### config.mk
export PLATFORM = sky130hd
export DESIGN_NAME = sdram_arb_68k_flat
export DESIGN_NICKNAME = d
export VERILOG_FILES = /design/src/rtl/sdram_arb_pkg.sv /design/src/rtl/sdram_arb_68k_if.sv /design/src/rtl/sdram_arb_prio.sv /design/src/rtl/sdram_arb_68k.sv /design/src/flat_wrapper.sv
export SDC_FILE = /design/constraint.sdc
export NUM_CORES = 1
export LEC_CHECK = 0
export CORE_ASPECT_RATIO = 0.8
export CORE_MARGIN = 3
export CORE_UTILIZATION = 37
export DETAILED_ROUTE_END_ITERATION = 6
export PLACE_DENSITY = 0.83
export SLEW_MARGIN = 20
export SYNTH_ARGS = -nofsm -noshare
export SYNTH_HDL_FRONTEND = slang
export SYNTH_SLANG_ARGS = --single-unit
### constraint.sdc
create_clock -name clk -period 2.5 [get_ports clk]
set_input_delay 0.25 -clock clk [delete_from_list [all_inputs] [get_ports clk]]
set_output_delay 0.25 -clock clk [all_outputs]
set_load 0.01 [all_outputs]
### src/rtl/sdram_arb_pkg.sv
// Shared constants for the 68k/SPI SDRAM port arbiter: FSM encodings,
// grant sources and the timeout read pattern.
package sdram_arb_pkg;

  localparam logic [2:0] ST_IDLE    = 3'd0;
  localparam logic [2:0] ST_CPU_ACC = 3'd1;
  localparam logic [2:0] ST_CPU_END = 3'd2;
  localparam logic [2:0] ST_SPI_ACC = 3'd3;
  localparam logic [2:0] ST_SPI_END = 3'd4;

  localparam logic [15:0] SPI_TIMEOUT_DATA = 16'hDEAD;

  typedef enum logic [1:0] {
    GNT_NONE = 2'd0,
    GNT_CPU  = 2'd1,
    GNT_SPI  = 2'd2
  } gnt_src_e;

endpackage

### src/rtl/sdram_arb_68k_if.sv
// SDRAM controller port as seen by the arbiter (master) and by
// sdram_pnru_68k (slave). Strobes are active low, mem_ack is a 1-cycle pulse.
interface sdram_arb_68k_if #(
  parameter int ADDR_W = 23
) ();
  logic              mem_asn;
  logic              mem_udsn;
  logic              mem_ldsn;
  logic              mem_rw;
  logic [ADDR_W-1:0] mem_addr;
  logic [15:0]       mem_din;
  logic [15:0]       mem_dout;
  logic              mem_ack;

  modport master (
    output mem_asn, mem_udsn, mem_ldsn, mem_rw, mem_addr, mem_din,
    input  mem_dout, mem_ack
  );

  modport slave (
    input  mem_asn, mem_udsn, mem_ldsn, mem_rw, mem_addr, mem_din,
    output mem_dout, mem_ack
  );
endinterface

### src/rtl/sdram_arb_prio.sv
// Starvation-limited priority: the CPU normally wins, but after STARVE_MAX
// CPU grants with SPI waiting, SPI is forced through.
module sdram_arb_prio #(
  parameter int STARVE_MAX = 8
) (
  input  logic clk,
  input  logic reset_n,
  input  logic cpu_pend,
  input  logic spi_req,
  input  logic grant_taken,
  output logic gnt_cpu,
  output logic gnt_spi
);
  localparam int CW = $clog2(STARVE_MAX + 1);

  logic [CW-1:0] starve_cnt_q, starve_cnt_d;
  logic          starved;

  always_comb begin
    starved      = (starve_cnt_q == CW'(STARVE_MAX));
    gnt_spi      = spi_req & (!cpu_pend | starved);
    gnt_cpu      = cpu_pend & !gnt_spi;
    starve_cnt_d = starve_cnt_q;
    // Only grants the FSM actually takes move the counter.
    if (grant_taken) begin
      if (gnt_spi)
        starve_cnt_d = '0;
      else if (gnt_cpu && spi_req && !starved)
        starve_cnt_d = starve_cnt_q + 1'b1;
    end
  end

  always_ff @(posedge clk) begin
    if (!reset_n) starve_cnt_q <= '0;
    else          starve_cnt_q <= starve_cnt_d;
  end
endmodule

### src/rtl/sdram_arb_68k.sv
// Sequenced arbiter for the single SDRAM controller port: 68k bus vs SPI loader,
// with DTACK generated from controller completion. Optional SDRAM_ARB_TIMEOUT_EN
// adds an ack watchdog that raises BERR (CPU) or returns 16'hDEAD (SPI).
module sdram_arb_68k
  import sdram_arb_pkg::*;
#(
  parameter int ADDR_W      = 23,
  parameter int STARVE_MAX  = 8,
  parameter int TIMEOUT_CYC = 255
) (
  input  logic              clk,
  input  logic              reset_n,
  input  logic              spi_excl,
  input  logic              cpu_as_n,
  input  logic              cpu_sel,
  input  logic              cpu_rw,
  input  logic              cpu_uds_n,
  input  logic              cpu_lds_n,
  input  logic [ADDR_W-1:0] cpu_a,
  input  logic [15:0]       cpu_dout,
  output logic [15:0]       cpu_din,
  output logic              cpu_dtack_n,
  output logic              cpu_berr_n,
  input  logic              spi_req,
  input  logic              spi_we,
  input  logic [ADDR_W-1:0] spi_addr,
  input  logic [15:0]       spi_wdata,
  output logic [15:0]       spi_rdata,
  output logic              spi_ack,
  sdram_arb_68k_if.master   mem
);

  logic [2:0]        state_q, state_d;
  logic              mem_asn_q, mem_asn_d;
  logic              mem_udsn_q, mem_udsn_d;
  logic              mem_ldsn_q, mem_ldsn_d;
  logic              mem_rw_q, mem_rw_d;
  logic [ADDR_W-1:0] mem_addr_q, mem_addr_d;
  logic [15:0]       mem_din_q, mem_din_d;
  logic [15:0]       cpu_din_q, cpu_din_d;
  logic              cpu_dtack_n_q, cpu_dtack_n_d;
  logic [15:0]       spi_rdata_q, spi_rdata_d;
  logic              spi_ack_q, spi_ack_d;

  logic              cpu_pend, gnt_cpu, gnt_spi;
  gnt_src_e          gnt_src;

`ifdef SDRAM_ARB_TIMEOUT_EN
  localparam int TW = $clog2(TIMEOUT_CYC + 1);
  logic [TW-1:0] tmo_cnt_q, tmo_cnt_d;
  logic          tmo_hit;
  logic          cpu_berr_n_q, cpu_berr_n_d;
`endif

  assign cpu_pend = !cpu_as_n & cpu_sel & !spi_excl;

  sdram_arb_prio #(.STARVE_MAX(STARVE_MAX)) u_prio (
    .clk         (clk),
    .reset_n     (reset_n),
    .cpu_pend    (cpu_pend),
    .spi_req     (spi_req),
    .grant_taken (state_q == ST_IDLE),
    .gnt_cpu     (gnt_cpu),
    .gnt_spi     (gnt_spi)
  );

  always_comb begin
    state_d       = state_q;
    mem_asn_d     = mem_asn_q;
    mem_udsn_d    = mem_udsn_q;
    mem_ldsn_d    = mem_ldsn_q;
    mem_rw_d      = mem_rw_q;
    mem_addr_d    = mem_addr_q;
    mem_din_d     = mem_din_q;
    cpu_din_d     = cpu_din_q;
    cpu_dtack_n_d = cpu_dtack_n_q;
    spi_rdata_d   = spi_rdata_q;
    spi_ack_d     = 1'b0;
`ifdef SDRAM_ARB_TIMEOUT_EN
    cpu_berr_n_d  = cpu_berr_n_q;
    tmo_cnt_d     = (state_q == ST_CPU_ACC || state_q == ST_SPI_ACC) ? tmo_cnt_q + 1'b1 : '0;
    tmo_hit       = (tmo_cnt_q == TW'(TIMEOUT_CYC - 1));
`endif

    gnt_src = GNT_NONE;
    if (state_q == ST_IDLE) begin
      if (gnt_spi)      gnt_src = GNT_SPI;
      else if (gnt_cpu) gnt_src = GNT_CPU;
    end

    case (state_q)
      ST_IDLE: begin
        case (gnt_src)
          GNT_SPI: begin
            mem_asn_d  = 1'b0;
            mem_udsn_d = 1'b0;
            mem_ldsn_d = 1'b0;
            mem_rw_d   = !spi_we;
            mem_addr_d = spi_addr;
            mem_din_d  = spi_wdata;
            state_d    = ST_SPI_ACC;
          end
          GNT_CPU: begin
            mem_asn_d  = 1'b0;
            mem_udsn_d = cpu_uds_n;
            mem_ldsn_d = cpu_lds_n;
            mem_rw_d   = cpu_rw;
            mem_addr_d = cpu_a;
            mem_din_d  = cpu_dout;
            state_d    = ST_CPU_ACC;
          end
          default: ;
        endcase
      end

      ST_CPU_ACC: begin
        if (mem.mem_ack) begin
          if (mem_rw_q) cpu_din_d = mem.mem_dout;
          mem_asn_d  = 1'b1;
          mem_udsn_d = 1'b1;
          mem_ldsn_d = 1'b1;
          mem_rw_d   = 1'b1;
          // An aborted bus cycle still finishes the access, just without DTACK.
          if (!cpu_as_n) cpu_dtack_n_d = 1'b0;
          state_d = ST_CPU_END;
        end
`ifdef SDRAM_ARB_TIMEOUT_EN
        else if (tmo_hit) begin
          mem_asn_d  = 1'b1;
          mem_udsn_d = 1'b1;
          mem_ldsn_d = 1'b1;
          mem_rw_d   = 1'b1;
          if (!cpu_as_n) cpu_berr_n_d = 1'b0;
          state_d = ST_CPU_END;
        end
`endif
      end

      ST_CPU_END: begin
        if (cpu_as_n) begin
          cpu_dtack_n_d = 1'b1;
`ifdef SDRAM_ARB_TIMEOUT_EN
          cpu_berr_n_d  = 1'b1;
`endif
          state_d = ST_IDLE;
        end
      end

      ST_SPI_ACC: begin
        if (mem.mem_ack) begin
          if (mem_rw_q) spi_rdata_d = mem.mem_dout;
          spi_ack_d  = 1'b1;
          mem_asn_d  = 1'b1;
          mem_udsn_d = 1'b1;
          mem_ldsn_d = 1'b1;
          mem_rw_d   = 1'b1;
          state_d    = ST_SPI_END;
        end
`ifdef SDRAM_ARB_TIMEOUT_EN
        else if (tmo_hit) begin
          spi_rdata_d = SPI_TIMEOUT_DATA;
          spi_ack_d   = 1'b1;
          mem_asn_d   = 1'b1;
          mem_udsn_d  = 1'b1;
          mem_ldsn_d  = 1'b1;
          mem_rw_d    = 1'b1;
          state_d     = ST_SPI_END;
        end
`endif
      end

      // Gap cycle keeps a still-high spi_req from being re-granted.
      ST_SPI_END: state_d = ST_IDLE;

      default: state_d = ST_IDLE;
    endcase
  end

  always_ff @(posedge clk) begin
    if (!reset_n) begin
      state_q       <= ST_IDLE;
      mem_asn_q     <= 1'b1;
      mem_udsn_q    <= 1'b1;
      mem_ldsn_q    <= 1'b1;
      mem_rw_q      <= 1'b1;
      mem_addr_q    <= '0;
      mem_din_q     <= '0;
      cpu_din_q     <= '0;
      cpu_dtack_n_q <= 1'b1;
      spi_rdata_q   <= '0;
      spi_ack_q     <= 1'b0;
    end else begin
      state_q       <= state_d;
      mem_asn_q     <= mem_asn_d;
      mem_udsn_q    <= mem_udsn_d;
      mem_ldsn_q    <= mem_ldsn_d;
      mem_rw_q      <= mem_rw_d;
      mem_addr_q    <= mem_addr_d;
      mem_din_q     <= mem_din_d;
      cpu_din_q     <= cpu_din_d;
      cpu_dtack_n_q <= cpu_dtack_n_d;
      spi_rdata_q   <= spi_rdata_d;
      spi_ack_q     <= spi_ack_d;
    end
  end

`ifdef SDRAM_ARB_TIMEOUT_EN
  always_ff @(posedge clk) begin
    if (!reset_n) begin
      tmo_cnt_q    <= '0;
      cpu_berr_n_q <= 1'b1;
    end else begin
      tmo_cnt_q    <= tmo_cnt_d;
      cpu_berr_n_q <= cpu_berr_n_d;
    end
  end
  assign cpu_berr_n = cpu_berr_n_q;
`else
  assign cpu_berr_n = 1'b1;
`endif

  assign mem.mem_asn  = mem_asn_q;
  assign mem.mem_udsn = mem_udsn_q;
  assign mem.mem_ldsn = mem_ldsn_q;
  assign mem.mem_rw   = mem_rw_q;
  assign mem.mem_addr = mem_addr_q;
  assign mem.mem_din  = mem_din_q;
  assign cpu_din      = cpu_din_q;
  assign cpu_dtack_n  = cpu_dtack_n_q;
  assign spi_rdata    = spi_rdata_q;
  assign spi_ack      = spi_ack_q;

endmodule

### src/flat_wrapper.sv
// flat-port wrapper written by rule: the top's interface ports become plain ports
module sdram_arb_68k_flat import sdram_arb_pkg::*;
#(
  parameter int ADDR_W      = 23,
  parameter int STARVE_MAX  = 8,
  parameter int TIMEOUT_CYC = 255
)
  (clk, reset_n, spi_excl, cpu_as_n, cpu_sel, cpu_rw, cpu_uds_n, cpu_lds_n, cpu_a, cpu_dout, cpu_din, cpu_dtack_n, cpu_berr_n, spi_req, spi_we, spi_addr, spi_wdata, spi_rdata, spi_ack, mem_mem_asn, mem_mem_udsn, mem_mem_ldsn, mem_mem_rw, mem_mem_addr, mem_mem_din, mem_mem_dout, mem_mem_ack);
  sdram_arb_68k_if #(.ADDR_W(ADDR_W)) mem_i ();
  input  logic clk;
  input  logic reset_n;
  input  logic spi_excl;
  input  logic cpu_as_n;
  input  logic cpu_sel;
  input  logic cpu_rw;
  input  logic cpu_uds_n;
  input  logic cpu_lds_n;
  input  logic [ADDR_W-1:0] cpu_a;
  input  logic [15:0] cpu_dout;
  output logic [15:0] cpu_din;
  output logic cpu_dtack_n;
  output logic cpu_berr_n;
  input  logic spi_req;
  input  logic spi_we;
  input  logic [ADDR_W-1:0] spi_addr;
  input  logic [15:0] spi_wdata;
  output logic [15:0] spi_rdata;
  output logic spi_ack;
  output wire logic [$bits(mem_i.mem_asn)-1:0] mem_mem_asn;
  output wire logic [$bits(mem_i.mem_udsn)-1:0] mem_mem_udsn;
  output wire logic [$bits(mem_i.mem_ldsn)-1:0] mem_mem_ldsn;
  output wire logic [$bits(mem_i.mem_rw)-1:0] mem_mem_rw;
  output wire logic [$bits(mem_i.mem_addr)-1:0] mem_mem_addr;
  output wire logic [$bits(mem_i.mem_din)-1:0] mem_mem_din;
  input wire logic [$bits(mem_i.mem_dout)-1:0] mem_mem_dout;
  input wire logic [$bits(mem_i.mem_ack)-1:0] mem_mem_ack;
  assign mem_mem_asn = mem_i.mem_asn;
  assign mem_mem_udsn = mem_i.mem_udsn;
  assign mem_mem_ldsn = mem_i.mem_ldsn;
  assign mem_mem_rw = mem_i.mem_rw;
  assign mem_mem_addr = mem_i.mem_addr;
  assign mem_mem_din = mem_i.mem_din;
  assign mem_i.mem_dout = mem_mem_dout;
  assign mem_i.mem_ack = mem_mem_ack;
  sdram_arb_68k #(.ADDR_W(ADDR_W), .STARVE_MAX(STARVE_MAX), .TIMEOUT_CYC(TIMEOUT_CYC)) u_core (.clk(clk), .reset_n(reset_n), .spi_excl(spi_excl), .cpu_as_n(cpu_as_n), .cpu_sel(cpu_sel), .cpu_rw(cpu_rw), .cpu_uds_n(cpu_uds_n), .cpu_lds_n(cpu_lds_n), .cpu_a(cpu_a), .cpu_dout(cpu_dout), .cpu_din(cpu_din), .cpu_dtack_n(cpu_dtack_n), .cpu_berr_n(cpu_berr_n), .spi_req(spi_req), .spi_we(spi_we), .spi_addr(spi_addr), .spi_wdata(spi_wdata), .spi_rdata(spi_rdata), .spi_ack(spi_ack), .mem(mem_i));
endmodule
Word-level counts from Yosys, hierarchy flattened
Cells that the tools add are included.

Register bits after elaboration: 84. Bits of input ports: 105. Output and inout bits: 78. Logic and storage cells: 81.

$add $sub $neg: 1. Eq/ne operators: 13. Multiplexer cells: 26. Bitwise logic cells: 5. Reduce and logical (&&, ||, !) cells: 24.

Operators by type and width (count): case mux 23 bit (2 select lines) (1); case mux 16 bit (2 select lines) (1); case mux 1 bit (2 select lines) (8); case mux 3 bit (4 select lines) (1); AND reduction 3 bit (4); != test 2 bit (second input constant) (5); 2-to-1 mux 3 bit (3); 2-to-1 mux 4 bit (2); AND reduction 4 bit (2); nonzero test 2 bit (4); 2-to-1 mux 1 bit (7); == test 3 x 2 -> 1 bit (second input constant) (2); zero test 1 bit (6); case mux 3 bit (2 select lines) (1); AND reduction 2 bit (3); adder 4 x 1 -> 4 bit (second input constant) (1); bitwise AND 1 bit (4); == test 4 bit (second input constant) (1); 2-to-1 mux 2 bit (2); OR reduction 2 bit (2); == test 3 x 1 -> 1 bit (second input constant) (1); zero test 3 bit (1); != test 3 x 1 -> 1 bit (second input constant) (1); == test 2 x 1 -> 1 bit (second input constant) (1); other kinds (4) (5).

Logic depth before layout (Yosys ltp)
Gate-level depths: netlist of run 1.

Word-level depth: 15. Depth in mapped cells: 11. Depth with buffers taken out: 11.

Cells and area by module
Synthesis of run 1 repeated with hierarchy kept, for this count alone.

Cells, all modules: 381. Area, all modules: 3718.6 µm².

Modules (own cells, without submodules): sdram_arb_68k (instances 1, cells an instance 349, area an instance 3478.3 µm², sequential area each 1601.5 µm²); sdram_arb_prio (instances 1, cells an instance 32, area an instance 240.2 µm², sequential area each 80.1 µm²).

Least setup slack after synthesis of run 1
No wires, ideal clock.

Path type: flip-flop to flip-flop. From: register u_core.state_q[2]. To: register u_core.mem_ldsn_q (netlist: u_core.mem.mem_ldsn). Library setup time: 0.136 ns. Data arrival time: 2.196 ns. Data required time: 2.364 ns. Path slack: 0.169 ns. Stages on the path, launching flop included: 10. Path buffers: 1. Clock period less this slack: 2.331 ns. Path through: dfxtp_1 or3_4 a211o_1 inv_1 ha_1 buf_2 nor2_1 or3_1 a2111oi_0 o21ai_0.

Longest elaborated chain between the ends: 5. Elaborated cells on any way between the ends: 13. Classes of those cells: eq/ne: 6; mux: 3; reduce/logical: 4.

RTL lines: start: declaration (line sdram_arb_68k.sv:33) `logic [2:0] state_q, state_d;`; start signal: assignment (line sdram_arb_68k.sv:193) `state_q <= state_d;`; zero test 3 bit (line sdram_arb_68k.sv:86, sdram_arb_68k.sv:91); 2-to-1 mux 2 bit (line sdram_arb_68k.sv:86) `if (state_q == ST_IDLE) begin`; == test 2 x 1 -> 1 bit or == test 2 bit (tied branches) (line sdram_arb_68k.sv:93) `case (gnt_src)`; case mux 1 bit (2 select lines) or != test 3 x 1 -> 1 bit (tied branches); case mux 1 bit (2 select lines) or AND reduction 3 bit (tied branches); end signal: assignment (line sdram_arb_68k.sv:196) `mem_ldsn_q <= mem_ldsn_d;`; end: declaration (line sdram_arb_68k.sv:36) `logic mem_ldsn_q, mem_ldsn_d;`.

Parallel ways exist; a longest one is shown, timed or not. A chain may end at the register's enable or synchronous reset.

Final worst setup path of run 1
From: register u_core.u_prio.starve_cnt_q[0]. To: register u_core.mem_udsn_q (netlist: u_core.mem.mem_udsn).

Longest elaborated chain between the ends: 11. Elaborated cells on any way between the ends: 14. Classes of those cells: eq/ne: 4; mux: 5; bitwise: 3; reduce/logical: 2.

RTL lines: start: declaration (line sdram_arb_prio.sv:16) `logic [CW-1:0] starve_cnt_q, starve_cnt_d;`; start signal: assignment (line sdram_arb_prio.sv:35) `else starve_cnt_q <= starve_cnt_d;`; == test 4 bit * (line sdram_arb_prio.sv:20) `starved = (starve_cnt_q == CW'(STARVE_MAX));`; OR 1 bit * (line sdram_arb_prio.sv:21) `gnt_spi = spi_req & (!cpu_pend | starved);`; bitwise AND 1 bit * (line sdram_arb_prio.sv:21); zero test 1 bit (line sdram_arb_prio.sv:22) `gnt_cpu = cpu_pend & !gnt_spi;`; bitwise AND 1 bit (line sdram_arb_prio.sv:22); 2-to-1 mux 1 bit (line sdram_arb_68k.sv:88) `else if (gnt_cpu) gnt_src = GNT_CPU;`; 2-to-1 mux 2 bit * (line sdram_arb_68k.sv:87) `if (gnt_spi) gnt_src = GNT_SPI;`; 2-to-1 mux 2 bit * (line sdram_arb_68k.sv:86); == test 2 x 1 -> 1 bit or == test 2 bit (tied branches) (line sdram_arb_68k.sv:93); case mux 1 bit (2 select lines) or != test 3 x 1 -> 1 bit (tied branches); case mux 1 bit (2 select lines) or AND reduction 3 bit (tied branches); end signal: assignment (line sdram_arb_68k.sv:195) `mem_udsn_q <= mem_udsn_d;`; end: declaration (line sdram_arb_68k.sv:35) `logic mem_udsn_q, mem_udsn_d;`.

Every way passes the cells marked *; elsewhere a longest branch is shown, timed or not.

==> summary.md, run 1 <==
| Metric | Value |
|---|---|
| Cell area after placement | 5740 µm² |
| Critical Path Start | u_core.u_prio.starve_cnt_q[0] |
| Syn nets | 511 |
| Die ar. | 11,300 µm² |
| Place WS | -0.365 ns |
| Via count | 3,533 |
| DR pass1 iterations | 4 |
| Sw Share | 0.294 |
| Largest net degree at the start of global routing | 57 |
| Crit. End Element | flip-flop |
| Residual DRC count | 0 |
| Post-synth EDFFs | 0 |
| Total Wirelength | 11.0 mm |
| First-pass GRT wire length | 17.5 mm |
| ANT cells | 0 |
| Part of the Yosys area used for sequential elements | 0.452 |
| Crit-path cells | inv_1 > ha_1 > and3b_1 > a211o_1 > inv_1 > ha_2 > nor2_1 > or3_4 > a2111oi_4 > o21ai_1 |
| Hold Fails Final Rpt | 0 |
| Worst Skew | 0.00476 ns |
| Multi-input logic area | 1900 µm² |
| VDD IR max | 625 µV |
| Initial DRC Count | 175 |
| GR Overflow Total | 0 |
| NetSw | 0.00124 W |
| Crit path buffers/inverters | 2 |
| Synth Warn # | 0 |
| CTS sink cnt | 84 |
| Share of cells above drive strength 1 | 0.0883 |
| DIE HEIGHT | 95.7 µm |
| Die X | 118 µm |
| Power Internal | 0.00298 W |
| Overall Global Routing Usage | 0.194 |
| Synthesized area | 3720 µm² |
| Initial Util | 0.382 |
| Post-placement cell count | 709 |
| Clock-pin slew on the worst setup and hold paths | 0.06 ns |
| Utilization after layout | 0.623 |
| Hold Path Class | reg -> reg |
| Cell count after synthesis | 402 |
| Area Overhead vs Synth | 63.2% |
| CP Depth | 10 |
| Core Rows | 32 |
| Leakage | 2.51 nW |
| Least-Margin Pin Slew | 0.825 ns |
| Logic pwr share | 0.321 |
| Netlist cell types | 44 |
| Status | complete, no violations |
| Filler cells | 790 |
| Crit Reg-Reg Endpoint | u_core.mem.mem_udsn |
| Slew HR | 0.450 |
| CTS tree | done |
| Syn Area/Cell | 9.25 µm² |
| Crit Path Max Fanout | 4 |
| Main flop type after synthesis | dfxtp_1 |
| PwrDens | 697 nW/µm² |
| Hold WS | 0.463 ns |
| Skew-Pair Late Insertion Delay | 0.33 ns |
| Critical path arrival | 2.57 ns |
| Initial antenna violation count | 0 |
| # setup viols final | 0 |
| Total setup buffers inserted after CTS | 0 |
| Most frequent CP cell | inv_1 |
| Post-synthesis register bit count | 84 |
| Slowest Stage Delay on Critical Path | 0.37 ns |
| Cell taking the most area after synthesis | dfxtp_1 |
| Root buffer cell | clkbuf_16 |
| Reg power frac | 0.390 |
| Reg2reg path depth | 10 |
| Crit Path Class | reg -> reg |
| Post-synth top cells | nand2_1 (112), dfxtp_1 (84), mux2i_1 (39), o211a_1 (39), a21boi_0 (33) |
| Core area | 9730 µm² |
| Clk pwr share | 0.289 |
| Final HPWL from detailed placement | 8.36 mm |
| Crit path max-delay family | compound AO/OA/AOI/OAI gates |
| Number of I/O pins | 183 |
| Worst Slack Setup Final | 0.113 ns |
| Post-route design area | 6070 µm² |
| Bufs on Longest Clock Path | 2 |
| # hold bufs at CTS | 0 |
| FF+latch area | 1680 µm² |
| Reg2reg start | u_core.u_prio.starve_cnt_q[0] |
| IO Port Bufs | 181 |
| Fmax | 0.419 GHz |
| Worst Setup EP | u_core.mem.mem_udsn |
| Final net count | 693 |
| Total of max-cap violations | 0 |
| R2R setup slack | 0.11 ns |
| Synth top area cells | dfxtp_1 (45%), nand2_1 (11%), mux2i_1 (11%) |
| Area share of the largest cell type after synthesis | 0.452 |
| Finished Layout Cells | 725 |
| Drt wl/cell | 15.2 µm |
| Most numerous cell in the Yosys netlist | nand2_1 |
| Critical path's slowest cell | or3_4 |
| Antenna-violating nets left | 0 |
| Vias in the first global route | 3,602 |
| H-tree depth | 3 |
| Fin crit period | 2.39 ns |
| Vias per cell | 4.87 |
| CP Data Required Time | 2.68 ns |
| Num CTS Buffers | 9 |
| Post-synth ARST share | 0 |
| GP Congestion | 0.813 |
| Startpoint Class | flip-flop |
| Pins Over Slew Limit | 0 |
| Period utilisation layout | 0.955 |
repair_timing:
action,4_1_cts,5_1_grt
resized for setup,4,7
endpoints found under the setup margin,2,3
hold endpoints to repair,0,0
flip-flops by register name (all words and copies together) (netlist names), 3 cells and up:
| register | cells |
|---|---|
| u_core.mem.mem_addr | 23 |
| u_core.cpu_din | 16 |
| u_core.mem.mem_din | 16 |
| u_core.spi_rdata | 16 |
| u_core.u_prio.starve_cnt_q | 4 |
| u_core.state_q | 3 |
final cells by class:
type                       instances  area share
clock buffer                       9      0.0371
clock inverter                     7     0.00846
inverter                           6     0.00371
multi-input combinational        280       0.314
sequential                        84       0.278
tap                              136      0.0281
timing repair buffer             203       0.331
kinds of logic (layout without fill, tap and decap cells):
family | count (synthesis) | in the layout | share of synthesized area
AO/OA/AOI/OAI | 93 | 93 | 0.208
XOR/XNOR | 1 | 1 | 0.00236
adder cells (fa/ha/maj) | 4 | 4 | 0.0135
buffers and inverters | 38 | 225 | 0.0478
flip-flops | 84 | 84 | 0.452
multiplexers | 40 | 40 | 0.108
other | 1 | 1 | 0.00101
AND/OR/NAND/NOR | 141 | 141 | 0.167
layout by cell type, fill, tap and decap left out, drive strengths merged, types with 2 or more instances in the layout:
cell	instances
clkdlybuf4s50	180
nor2	8
o211a	39
buf	23
a21oi	4
nand3	5
mux2i	39
ha	4
o21ai	7
clkinvlp	2
or3	2
a21boi	34
a2111oi	2
inv	7
dfxtp	84
nand4b	2
clkinv	4
clkbuf	9
nand2	112
power by group through the flow:
stage / sequential [W] / clock, W / combinational, W
after detailed placement: 0.00167 / 0 / 0.00133
after CTS: 0.00165 / 0.00125 / 0.00134
after floorplan: 0.00176 / 0 / 0.000534
final: 0.00165 / 0.00122 / 0.00136
after global routing: 0.00167 / 0.00130 / 0.00147
after global placement: 0.00166 / 0 / 0.00130
worst min-delay path by stage:
stage                       start                  end  slack [ns]  depth (start not counted)
3_5_place_dp   u_core.cpu_din[15]   u_core.cpu_din[15]        0.46                          2
5_1_grt        u_core.cpu_din[14]   u_core.cpu_din[14]        0.49                          2
4_1_cts        u_core.cpu_din[14]   u_core.cpu_din[14]        0.47                          2
3_3_place_gp   u_core.cpu_din[11]   u_core.cpu_din[11]        0.45                          2
6_report       u_core.cpu_din[15]   u_core.cpu_din[15]        0.46                          2
2_1_floorplan     mem_mem_dout[6]  u_core.spi_rdata[6]        0.38                          2
routing by layer:
layer	GRT usage	up-vias	part of all wire
li1	-	1757	-
met1	0.206	1623	0.39
met2	0.340	134	0.49
met3	0.0991	19	0.10
met4	0.0595	0	0.016
met5	0	-	0
metrics by stage:
| stage | TNS, ns | power [W] |
|---|---|---|
| 2_1_floorplan | 0 | 0.00229 |
| 3_3_place_gp | -0.241 | 0.00297 |
| 3_5_place_dp | -4.17 | 0.00300 |
| 4_1_cts | 0 | 0.00424 |
| 5_1_grt | -0.0140 | 0.00445 |
| 6_report | 0 | 0.00423 |
worst reg2reg max path, delay by kind of cell, from the launching register on:
| kind | cells | cell delay, ns |
|---|---|---|
| AND/OR/NAND/NOR | 3 | 0.63 |
| adder cells (fa/ha/maj) | 2 | 0.38 |
| flip-flops | 1 | 0.35 |
| AO/OA/AOI/OAI | 3 | 0.74 |
| buffers and inverters | 2 | 0.13 |
Power figures use the tool's default switching activity.
==> run 2: changes to the inputs <==
--- a/config.mk
+++ b/config.mk
@@ -5,6 +5,7 @@
 export SDC_FILE = /design/constraint.sdc
 export NUM_CORES = 1
 export LEC_CHECK = 0
+export ABC_AREA = 1
 export CORE_ASPECT_RATIO = 0.8
 export CORE_MARGIN = 3
 export CORE_UTILIZATION = 37
==> constraint.sdc (replaced) <==
create_clock -name clk -period 2.5 [get_ports clk]
set_input_delay 0.25 -clock clk [delete_from_list [all_inputs] [get_ports clk]]
set_output_delay 0.25 -clock clk [all_outputs]
set_load 0.1 [all_outputs]
==> run 2 against run 1 <==
Net effect: sequential share of layout area rose by 1.3 points; synthesized cell count up 37%; fmax increased by 12%; routed wire length fell by 0.25%; cell count is 18% higher; sequential cell count stayed put; non-clock buffer count is 15 lower; clock power increased by 20%; core utilization shrank 3.1 points; worst hold slack better by 0.0012 ns; largest cell class is now multi-input gates; via count rose by 15%.
==> summary.md, run 2 <==
| Metric | Value |
|---|---|
| Part of the Yosys area used for sequential elements | 0.446 (was 0.452) |
| IO Port Bufs | 181 (unchanged) |
| # setup viols final | 0 (unchanged) |
| Utilization after layout | 0.592 (was 0.623) |
| Area Overhead vs Synth | 53.4% (was 63.2%) |
| CP Data Required Time | 2.70 ns (was 2.68 ns) |
| Total setup buffers inserted after CTS | 0 (unchanged) |
| Commonest non-fill, non-tap cell in the layout | nand2_1 (was clkdlybuf4s50_1) |
| DR pass1 iterations | 4 (unchanged) |
| Hold Fails Final Rpt | 0 (unchanged) |
| Filler cells | 899 (was 790) |
| Most frequent cells in the layout | nand2_1 (184), clkdlybuf4s50_1 (104), dfxtp_1 (84) (was clkdlybuf4s50_1 (180), nand2_1 (112), dfxtp_1 (82)) |
| Hold WS | 0.464 ns (was 0.463 ns) |
| Largest net degree at the start of global routing | 41 (was 57) |
| Root buffer cell | clkbuf_16 (unchanged) |
| Power, Total | 0.00657 W (was 0.00423 W) |
| Core Rows | 32 (unchanged) |
| Largest register FFs | 23 (unchanged) |
| Number of I/O pins | 183 (unchanged) |
| Most numerous cell in the Yosys netlist | nand2_1 (unchanged) |
| ANT cells | 0 (unchanged) |
| Place WS | 0.119 ns (was -0.365 ns) |
| CTS tree | done (unchanged) |
| # hold bufs at CTS | 0 (unchanged) |
| Fin crit period | 2.12 ns (was 2.39 ns) |
| Initial DRC Count | 252 (was 175) |
| Total of max-cap violations | 0 (unchanged) |
| Post-synth ARST share | 0 (unchanged) |
| Startpoint Class | flip-flop (unchanged) |
| Synthesized area | 3770 µm² (was 3720 µm²) |
| Cell count after synthesis | 549 (was 402) |
| Clock-pin slew on the worst setup and hold paths | 0.06 ns (about the same) |
| Fmax | 0.471 GHz (was 0.419 GHz) |
| CTS sink cnt | 84 (unchanged) |
| Period utilisation layout | 0.849 (was 0.955) |
| Share of cells above drive strength 1 | 0.157 (was 0.0883) |
| Pins Over Slew Limit | 0 (unchanged) |
| PwrDens | 1140 nW/µm² (was 697 nW/µm²) |
| Residual DRC count | 0 (unchanged) |
| Die X | 119 µm (was 118 µm) |
| Status | complete, no violations (unchanged) |
| Final HPWL from detailed placement | 8.17 mm (was 8.36 mm) |
| Initial antenna violation count | 0 (unchanged) |
| Initial Util | 0.386 (was 0.382) |
| Main flop type after synthesis | dfxtp_1 (unchanged) |
| NetSw | 0.00329 W (was 0.00124 W) |
| Total Wirelength | 11.0 mm (about the same) |
| GP Congestion | 0.836 (was 0.813) |
| GR Overflow Total | 0 (unchanged) |
| Syn Area/Cell | 6.87 µm² (was 9.25 µm²) |
| Power Internal | 0.00328 W (was 0.00298 W) |
| VDD IR max | 534 µV (was 625 µV) |
| Netlist cell types | 27 (was 44) |
| CTS resizes | 0 (was 4) |
| Synth Warn # | 0 (unchanged) |
| Cell taking the most area after synthesis | dfxtp_1 (unchanged) |
| Crit Path Class | reg -> reg (unchanged) |
| Crit Path Max Fanout | 40 (was 4) |
| Drt wl/cell | 12.8 µm (was 15.2 µm) |
| Area share of the largest cell type after synthesis | 0.446 (was 0.452) |
| Final net count | 823 (was 693) |
| Antenna-violating nets left | 0 (unchanged) |
| First-pass GRT wire length | 18.1 mm (was 17.5 mm) |
| Worst Slack Setup Final | 0.377 ns (was 0.113 ns) |
| Sw Share | 0.501 (was 0.294) |
| DIE HEIGHT | 96.3 µm (was 95.7 µm) |
| Die ar. | 11,400 µm² (was 11,300 µm²) |
| H-tree depth | 3 (unchanged) |
| Core area | 9770 µm² (was 9730 µm²) |
| Overall Global Routing Usage | 0.191 (was 0.194) |
| Crit. End Element | flip-flop (unchanged) |
| Reg power frac | 0.266 (was 0.390) |
| Setup TNS | 0 ns (unchanged) |
| Post-synth top cells | nand2_1 (184), dfxtp_1 (84), nor2_1 (72), nand3_1 (53), a21oi_1 (44) (was nand2_1 (112), dfxtp_1 (84), mux2i_1 (39), o211a_1 (39), a21boi_0 (33)) |
| Via count | 4,073 (was 3,533) |
| Vias in the first global route | 3,989 (was 3,602) |
| Bufs on Longest Clock Path | 2 (unchanged) |
| Clk pwr share | 0.223 (was 0.289) |
| Critical path arrival | 2.32 ns (was 2.57 ns) |
| Worst Skew | 0.0116 ns (was 0.00476 ns) |
| Logic pwr share | 0.511 (was 0.321) |
| RSZ-0062 raised after global routing | no |
| Num CTS Buffers | 9 (unchanged) |
| Vias per cell | 4.76 (was 4.87) |
| Leakage | 2.55 nW (was 2.51 nW) |
| Post-synthesis register bit count | 84 (unchanged) |
| Synth top area cells | dfxtp_1 (45%), nand2_1 (18%), nor2_1 (7.2%) (was dfxtp_1 (45%), nand2_1 (11%), mux2i_1 (11%)) |
| Skew-Pair Late Insertion Delay | 0.33 ns (about the same) |
| Hold Path Class | reg -> reg (unchanged) |
| Syn nets | 658 (was 511) |
| Post-synth EDFFs | 0 (unchanged) |
## run 2: cell types whose count changed in the layout (fill, tap and decap cells not counted), sizes merged, moves of 39 or more
| cell | before | now |
|---|---|---|
| o211a | 39 | 0 |
| buf | 23 | 84 |
| mux2i | 39 | 0 |
| clkdlybuf4s50 | 180 | 104 |
| nor2 | 8 | 74 |
| a21oi | 4 | 44 |
| nand3 | 5 | 56 |
| nand2 | 112 | 187 |
## run 2: critical path: stages, from the launching register on
cell and delay (ns):
dfxtp_1 0.36, inv_1 0.09, ha_1 0.20, nand3_1 0.10
inv_1 0.05, nor2_1 0.18, nor2_1 0.08, ha_1 0.27
inv_1 0.15, nand2_4 0.26, a21oi_1 0.22, nand2_1 0.06
## run 2: logic make-up after synthesis
family                   synth area share
AO/OA/AOI/OAI                       0.109
adder cells (fa/ha/maj)            0.0133
buffers and inverters              0.0766
flip-flops                          0.446
other                            0.000994
AND/OR/NAND/NOR                     0.354
## run 2: power groups by stage
stage | clock (W) | combinational [W] | sequential [W]
after detailed placement | 0 | 0.00337 | 0.00177
final | 0.00146 | 0.00336 | 0.00175
after floorplan | 0 | 0.000998 | 0.00341
after global routing | 0.00155 | 0.00356 | 0.00178
after CTS | 0.00149 | 0.00338 | 0.00175
after global placement | 0 | 0.00332 | 0.00177
## run 2: routing by layer
| metal | share of wire | up-vias | global-route usage | wire (µm) |
|---|---|---|---|---|
| met5 | 0 | - | 0 | 0 |
| met4 | 0.0077 | 0 | 0.0482 | 85 |
| met3 | 0.086 | 8 | 0.0670 | 946 |
| met2 | 0.49 | 158 | 0.341 | 5340 |
| met1 | 0.42 | 1829 | 0.223 | 4610 |
| li1 | - | 2078 | - | - |
## run 2: area by class of cell
| type | instances | area, µm² | area share |
|---|---|---|---|
| multi-input cells | 407 | 1800 | 0.311 |
| repair buffers | 188 | 1710 | 0.295 |
| flip-flops and latches | 84 | 1680 | 0.291 |
| clock buffers | 10 | 239 | 0.0413 |
| well taps | 136 | 170 | 0.0294 |
| clock inverters | 6 | 93.8 | 0.0162 |
| inverters | 24 | 90.1 | 0.0156 |
## run 2: per-stage QoR
stage | std cells | cell area, µm²
after floorplan | 549 | 3770
after global placement | 839 | 5450
after detailed placement | 839 | 5450
after CTS | 855 | 5780
after global routing | 855 | 5780
final | 855 | 5780
## run 2: worst paths after layout
kind / slack [ns] / from / to / cells past startpoint
worst max register to register: 0.38 / u_core.u_prio.starve_cnt_q[0] / u_core.mem.mem_asn / 11
worst min register to register: 0.46 / u_core.mem.mem_din[8] / u_core.mem.mem_din[8] / 2
worst max-delay path: 0.38 / u_core.u_prio.starve_cnt_q[0] / u_core.mem.mem_asn / 11
worst min-delay path: 0.46 / u_core.mem.mem_din[8] / u_core.mem.mem_din[8] / 2
